$ cat src/rtl/lcd_text_engine.sv
// lcd_text_engine: HD44780-style 8-bit LCD controller that powers up the
// panel, then writes one selectable message per request to line 0 or 1.
// Ports:
//   i_clk, i_rst        clock, asynchronous active-high reset
//   i_req, i_cmd        command handshake (00 write, 01 clear, 10 re-init, 11 nop)
//   i_msg_id, i_line    message and target line for a write command
//   o_char_msg/idx      address presented to the external character table
//   i_char              character returned for that address (combinational)
//   o_ready             engine idle, next request may be accepted
//   LCD_*               LCD data bus and control lines
module lcd_text_engine #(
    parameter int CLK_HZ      = 12_000_000,
    parameter int NUM_MSG     = 8,
    parameter int LINE_LEN    = 16,
    parameter int EN_HIGH_CYC = 6,
    localparam int MW = $clog2(NUM_MSG),
    localparam int IW = (LINE_LEN > 1) ? $clog2(LINE_LEN) : 1
) (
    input  logic          i_clk,
    input  logic          i_rst,
    input  logic          i_req,
    input  logic [1:0]    i_cmd,
    input  logic [MW-1:0] i_msg_id,
    input  logic          i_line,
    output logic [MW-1:0] o_char_msg,
    output logic [IW-1:0] o_char_idx,
    input  logic [7:0]    i_char,
    output logic          o_ready,
    output logic [7:0]    LCD_DATA,
    output logic          LCD_EN,
    output logic          LCD_RW,
    output logic          LCD_RS,
    output logic          LCD_ON,
    output logic          LCD_BLON
);

    function automatic longint wait_cyc(input longint us);
        return (longint'(CLK_HZ) * us + 64'd999_999) / 64'd1_000_000;
    endfunction

    localparam longint W_PWR  = wait_cyc(15000);
    localparam longint W_4100 = wait_cyc(4100);
    localparam longint W_100  = wait_cyc(100);
    localparam longint W_1530 = wait_cyc(1530);
    localparam longint W_43   = wait_cyc(43);
    localparam longint W_EN   = longint'(EN_HIGH_CYC);
    localparam longint W_MAX  = (W_PWR > W_EN) ? W_PWR : W_EN;
    localparam int     TW     = $clog2(W_MAX + 1);

    typedef logic [TW-1:0] tmr_t;

    // Timer compare values are "last cycle" values (count - 1).
    localparam tmr_t T_PWR  = tmr_t'(W_PWR - 1);
    localparam tmr_t T_4100 = tmr_t'(W_4100 - 1);
    localparam tmr_t T_100  = tmr_t'(W_100 - 1);
    localparam tmr_t T_1530 = tmr_t'(W_1530 - 1);
    localparam tmr_t T_43   = tmr_t'(W_43 - 1);
    localparam tmr_t T_EN   = tmr_t'(W_EN - 1);

    localparam logic [IW-1:0] IDX_LAST = IW'(LINE_LEN - 1);

    typedef enum logic [2:0] {
        PWR_WAIT,
        INIT_SEQ,
        IDLE,
        SET_ADDR,
        WR_CHAR,
        PAD,
        CLR
    } state_t;

    // Transfer sub-phases. PH_LOOK is the character fetch cycle in
    // WR_CHAR, and a one-cycle busy gap in IDLE for the reserved command.
    typedef enum logic [2:0] {
        PH_NONE,
        PH_LOOK,
        PH_SETUP,
        PH_EN,
        PH_WAIT
    } phase_t;

    state_t        state, state_d;
    phase_t        phase, phase_d;
    tmr_t          timer, timer_d;
    tmr_t          lim;
    logic          tick;
    logic [2:0]    step, step_d;
    logic [IW-1:0] idx, idx_d;
    logic [MW-1:0] msg, msg_d;
    logic [7:0]    data, data_d;
    logic          rs, rs_d;
    logic          en, en_d;

    function automatic logic [7:0] init_cmd(input logic [2:0] s);
        unique case (s)
            3'd4:    return 8'h0C;
            3'd5:    return 8'h01;
            3'd6:    return 8'h06;
            default: return 8'h38;
        endcase
    endfunction

    function automatic tmr_t init_wait(input logic [2:0] s);
        unique case (s)
            3'd0:    return T_4100;
            3'd1:    return T_100;
            3'd5:    return T_1530;
            default: return T_43;
        endcase
    endfunction

    always_ff @(posedge i_clk or posedge i_rst) begin
        if (i_rst) begin
            state <= PWR_WAIT;
            phase <= PH_NONE;
            timer <= '0;
            step  <= '0;
            idx   <= '0;
            msg   <= '0;
            data  <= '0;
            rs    <= 1'b0;
            en    <= 1'b0;
        end else begin
            state <= state_d;
            phase <= phase_d;
            timer <= timer_d;
            step  <= step_d;
            idx   <= idx_d;
            msg   <= msg_d;
            data  <= data_d;
            rs    <= rs_d;
            en    <= en_d;
        end
    end

    // Terminal count for whatever the timer is currently measuring.
    always_comb begin
        lim = T_43;
        if (state == PWR_WAIT)
            lim = T_PWR;
        else if (phase == PH_EN)
            lim = T_EN;
        else if (state == INIT_SEQ)
            lim = init_wait(step);
        else if (state == CLR)
            lim = T_1530;
    end

    assign tick    = (timer == lim);
    assign o_ready = (state == IDLE) && (phase == PH_NONE);

    always_comb begin
        state_d = state;
        phase_d = phase;
        timer_d = '0;
        step_d  = step;
        idx_d   = idx;
        msg_d   = msg;
        data_d  = data;
        rs_d    = rs;
        en_d    = 1'b0;
        unique case (state)
            PWR_WAIT: begin
                if (tick) begin
                    state_d = INIT_SEQ;
                    step_d  = '0;
                    data_d  = init_cmd(3'd0);
                    rs_d    = 1'b0;
                    phase_d = PH_SETUP;
                end else begin
                    timer_d = timer + tmr_t'(1);
                end
            end
            IDLE: begin
                phase_d = PH_NONE;
                if (o_ready && i_req) begin
                    msg_d = i_msg_id;
                    idx_d = '0;
                    unique case (i_cmd)
                        2'b00: begin
                            state_d = SET_ADDR;
                            data_d  = i_line ? 8'hC0 : 8'h80;
                            rs_d    = 1'b0;
                            phase_d = PH_SETUP;
                        end
                        2'b01: begin
                            state_d = CLR;
                            data_d  = 8'h01;
                            rs_d    = 1'b0;
                            phase_d = PH_SETUP;
                        end
                        2'b10: begin
                            state_d = PWR_WAIT;
                        end
                        default: begin
                            phase_d = PH_LOOK;
                        end
                    endcase
                end
            end
            default: begin
                unique case (phase)
                    PH_SETUP: begin
                        phase_d = PH_EN;
                        en_d    = 1'b1;
                    end
                    PH_EN: begin
                        if (tick) begin
                            phase_d = PH_WAIT;
                        end else begin
                            en_d    = 1'b1;
                            timer_d = timer + tmr_t'(1);
                        end
                    end
                    PH_WAIT: begin
                        if (!tick) begin
                            timer_d = timer + tmr_t'(1);
                        end else begin
                            unique case (state)
                                INIT_SEQ: begin
                                    if (step == 3'd6) begin
                                        state_d = IDLE;
                                        phase_d = PH_NONE;
                                    end else begin
                                        step_d  = step + 3'd1;
                                        data_d  = init_cmd(step + 3'd1);
                                        phase_d = PH_SETUP;
                                    end
                                end
                                SET_ADDR: begin
                                    state_d = WR_CHAR;
                                    idx_d   = '0;
                                    phase_d = PH_LOOK;
                                end
                                WR_CHAR, PAD: begin
                                    if (idx == IDX_LAST) begin
                                        state_d = IDLE;
                                        phase_d = PH_NONE;
                                    end else if (state == WR_CHAR) begin
                                        idx_d   = idx + IW'(1);
                                        phase_d = PH_LOOK;
                                    end else begin
                                        idx_d   = idx + IW'(1);
                                        data_d  = 8'h20;
                                        rs_d    = 1'b1;
                                        phase_d = PH_SETUP;
                                    end
                                end
                                default: begin
                                    state_d = IDLE;
                                    phase_d = PH_NONE;
                                end
                            endcase
                        end
                    end
                    PH_LOOK: begin
                        // NUL ends the text; the rest of the line is blanked.
                        rs_d    = 1'b1;
                        phase_d = PH_SETUP;
                        if (i_char == 8'h00) begin
                            state_d = PAD;
                            data_d  = 8'h20;
                        end else begin
                            data_d  = i_char;
                        end
                    end
                    default: begin
                        state_d = IDLE;
                        phase_d = PH_NONE;
                    end
                endcase
            end
        endcase
    end

    assign o_char_msg = msg;
    assign o_char_idx = idx;
    assign LCD_DATA   = data;
    assign LCD_RS     = rs;
    assign LCD_EN     = en;
    assign LCD_RW     = 1'b0;
    assign LCD_ON     = 1'b1;
    assign LCD_BLON   = 1'b0;

endmodule

$ cat config.mk
export PLATFORM = sky130hd
export DESIGN_NAME = lcd_text_engine
export DESIGN_NICKNAME = d
export VERILOG_FILES = /design/src/rtl/lcd_text_engine.sv
export SDC_FILE = /design/constraint.sdc
export NUM_CORES = 1
export LEC_CHECK = 0
export BUFFER_PORTS_ARGS = -buffer_cell sky130_fd_sc_hd__buf_2
export CELL_PAD_IN_SITES_DETAIL_PLACEMENT = 0
export CELL_PAD_IN_SITES_GLOBAL_PLACEMENT = 1
export CORE_ASPECT_RATIO = 0.6
export CORE_MARGIN = 2
export CORE_UTILIZATION = 48
export DETAILED_ROUTE_END_ITERATION = 10
export PLACE_DENSITY = 0.95
export SYNTH_ARGS = -nofsm -noshare
export SYNTH_HDL_FRONTEND = slang
export SYNTH_SLANG_ARGS = --single-unit
$ cat constraint.sdc
create_clock -name i_clk -period 7.3 [get_ports i_clk]
set_clock_uncertainty 0.15 [all_clocks]
set_input_delay 1.46 -clock i_clk [delete_from_list [all_inputs] [get_ports i_clk]]
set_output_delay 1.46 -clock i_clk [all_outputs]
set_load 0.005 [all_outputs]
==> impl_metrics.ini <==
[finish]
layout_commonest_cell = dfrtp_1
layout_common_cells = 44 x dfrtp_1, 36 x nor2_1, 34 x nand2_1, 34 x buf_2, 20 x a21oi_1
seq_area_um2 = 1100
finish.net_count = 396
final_util_pct = 54.1
n_fill_cell = 591
synthToLayoutAreaGrowth_pct = 9.53
multiInputGateArea_um2 = 1720
layout-drive-gt1-share_pct = 16.5
num_antenna_cells = 0

[synth]
synth.cell_area_um2 = 2990
synth_top_family_by_area = simple AND/OR/NAND/NOR gates
syn_inst = 343
synth_cell_types = 59
synth_seq_cells = 44
synthSimpleGateAreaFrac_pct = 23.1
synth_ff_type = dfrtp_1
avgSynthCellArea_um2 = 8.73
synthArstFlopShare_pct = 100
synth_top_cell_by_area = dfrtp_1
synth_top_cells_by_area = dfrtp_1 37%, ha_1 4.6%, nor2_1 4.5%
synthAdderAreaFrac_pct = 4.60
yosysTopAreaCellShare_pct = 36.8
yosysSeqAreaShare_pct = 36.8
synthMuxAreaShare_pct = 7.53
yosysWarnings = 0
synth-xor-area-share_pct = 4.97
synth_compound_area_share_pct = 16.8
synth-edff-count = 0

[clock_network]
worstSkewPairLatency_ps = 290
cts.clk_slew.worst_paths_ps = 80
cts.sinks = 44
cts_buffers = 5
clk_path_buf_depth = 2
cts.htree.levels = 2
cts-resized-gates = 0
cts_tree = done
postCtsSetupRepairBufs = 0
hold_buffers = 0
cts_root_buf = clkbuf_8

[route]
drtAntennaViolNets = 0
wl_per_cell_um = 15.7
avgViaCountPerCell = 5.79
drc = 0
drt_wl_total_um = 7090
drt_iter0_markers = 322
drt_first_pass_iters = 5
vias = 2625

[sta]
setup_violations = 0
finalHoldViolations = 0
fin_setup_tns_ps = 0
period_minus_slack_ps = 3820
fmax_mhz = 261
max_slew_margin_pct = 43.9
fin_ws_ps = 3480
rsz0062_at_grt = false
maxSlewViolCount = 0
period_share_pct = 52.4
tightest_slew_ps = 840

[floorplanning]
start_util_pct = 49.4
design.die.area_um2 = 6900
num_io_pins = 38
core.rowCount = 22
die_y_um = 65.2
dieWidth_um = 106
fp.coreArea_um2 = 6060

[power]
p_leak_nw = 1.54
ir_worst_vdd_mv = 0.0536
switchingPower_w = 0.0000925
power.share.clock_pct = 37.1
power.internal_w = 0.000332
pwr-share-comb_pct = 4.6
sw_frac_of_total_pct = 21.8
power-per-cell-area_nw_per_um2 = 129
sequentialPowerShare_pct = 58.2

[critical_path]
max_stage_delay_ps = 700
arrival_ps = 3850
worstPathCellList = or3b_1 -> a21o_1 -> or3_1 -> a211o_1 -> or4b_4 -> a211o_1 -> mux2_4
cp_slowest_cell = dfrtp_1
critPathMostFrequentCell = a211o_1
startpoint_type = flop
criticalPathCategory = flop to flop
setup.worst_path.end_class = flop
required_ps = 7330
critPathMaxFanout = 19

[grt]
first_global_vias = 2298
overflow = 0
grt_max_degree = 45
grt_usage_pct = 21.7
antenna_found_initial = 0
grt_first_pass_wirelength_um = 11800

[placed_design]
hpwlAfterDp_um = 5360
io_buffers = 34
gp_congestion = 0.959
dp_slack_ps = 3510

[run_status]
outcome = complete, no violations

[job]
maxCapViolCount = 0

[min_path]
hp-class = flop to flop
power groups by stage:
stage	sequential, W	clock, W	combinational (W)
finish	0.000247	0.000158	0.0000196
global route	0.000247	0.000170	0.0000223
CTS	0.000247	0.000162	0.0000200
detailed placement	0.000252	0	0.0000200
global placement	0.000252	0	0.0000195
floorplan	0.000252	0	0.0000103
layout make-up:
| cell class | instances | area share [%] |
|---|---|---|
| well taps | 84 | 3.21 |
| inverters | 17 | 1.95 |
| clock buffers | 8 | 2.75 |
| flip-flops and latches | 44 | 33.6 |
| repair buffers | 38 | 6.11 |
| multi-input cells | 262 | 52.4 |
cells in the mapped netlist (4+ instances only):
library cell / instances
xnor2_1: 8
nor2b_1: 6
clkbuf_1: 10
xor2_1: 9
nand2_1: 34
and3_1: 5
a21oi_1: 20
o21ai_0: 17
nor4_1: 4
dfrtp_1: 44
nor3_1: 12
mux2i_1: 9
buf_2: 4
mux2_4: 6
ha_1: 11
o211ai_1: 4
nor2_1: 36
mux2_2: 4
nand4_1: 4
inv_1: 17
buf_4: 4
nand3_1: 14
o31ai_1: 4
or3_1: 5
registers in the layout (all words and copies together), names as in the netlist:
name        cells
timer          18
o_char_msg      3
o_char_idx      4
step            3
LCD_RS          1
state           3
LCD_DATA        8
phase           3
LCD_EN          1
cell families (layout without fill, tap and decap cells):
| family | Yosys count | in the layout |
|---|---|---|
| XOR/XNOR | 17 | 17 |
| buffers and inverters | 38 | 63 |
| multiplexers | 19 | 19 |
| AO/OA/AOI/OAI | 73 | 73 |
| flip-flops | 44 | 44 |
| other | 2 | 3 |
| AND/OR/NAND/NOR | 139 | 139 |
| adder cells (fa/ha/maj) | 11 | 11 |
critical path: cells and delay by family (launching register included):
kind,cells,cell delay (ps)
and+or+nand+nor,3,1460
DFF,1,700
AOI/OAI and AO/OA,3,1030
muxes,1,360
path summary, 6_finish.rpt:
path / slack (ps) / start / cells past startpoint / end
max: 3480 / state[0]$_DFFE_PP0P_ / 7 / LCD_DATA[2]$_DFFE_PP0P_
min: 330 / o_char_msg[2]$_DFFE_PP0P_ / 2 / o_char_msg[2]$_DFFE_PP0P_
max reg2reg: 3480 / state[0]$_DFFE_PP0P_ / 7 / LCD_DATA[2]$_DFFE_PP0P_
min reg2reg: 330 / o_char_msg[2]$_DFFE_PP0P_ / 2 / o_char_msg[2]$_DFFE_PP0P_
max in group asynchronous: 5470 / i_rst / 3 / timer[1]$_DFF_PP0_
min in group asynchronous: 1140 / i_rst / 3 / step[2]$_DFFE_PP0P_
metal layers:
layer | routed length [um] | GRT usage [%]
met1 | 3650 | 35.4
met2 | 2730 | 27.7
met3 | 690 | 6.15
met4 | 30 | 3.45
met5 | 0 | 0
stage by stage:
| step | power, W | instance area [um^2] | std cells | hold WS [ps] |
|---|---|---|---|---|
| 2_1_floorplan | 0.000262 | 3000 | 344 | 320 |
| 3_3_place_gp | 0.000271 | 3190 | 445 | 304 |
| 3_5_place_dp | 0.000272 | 3190 | 445 | 313 |
| 4_1_cts | 0.000429 | 3280 | 453 | 334 |
| 5_1_grt | 0.000440 | 3280 | 453 | 348 |
| 6_report | 0.000424 | 3280 | 453 | 327 |
(Power assumes the default switching activity.)
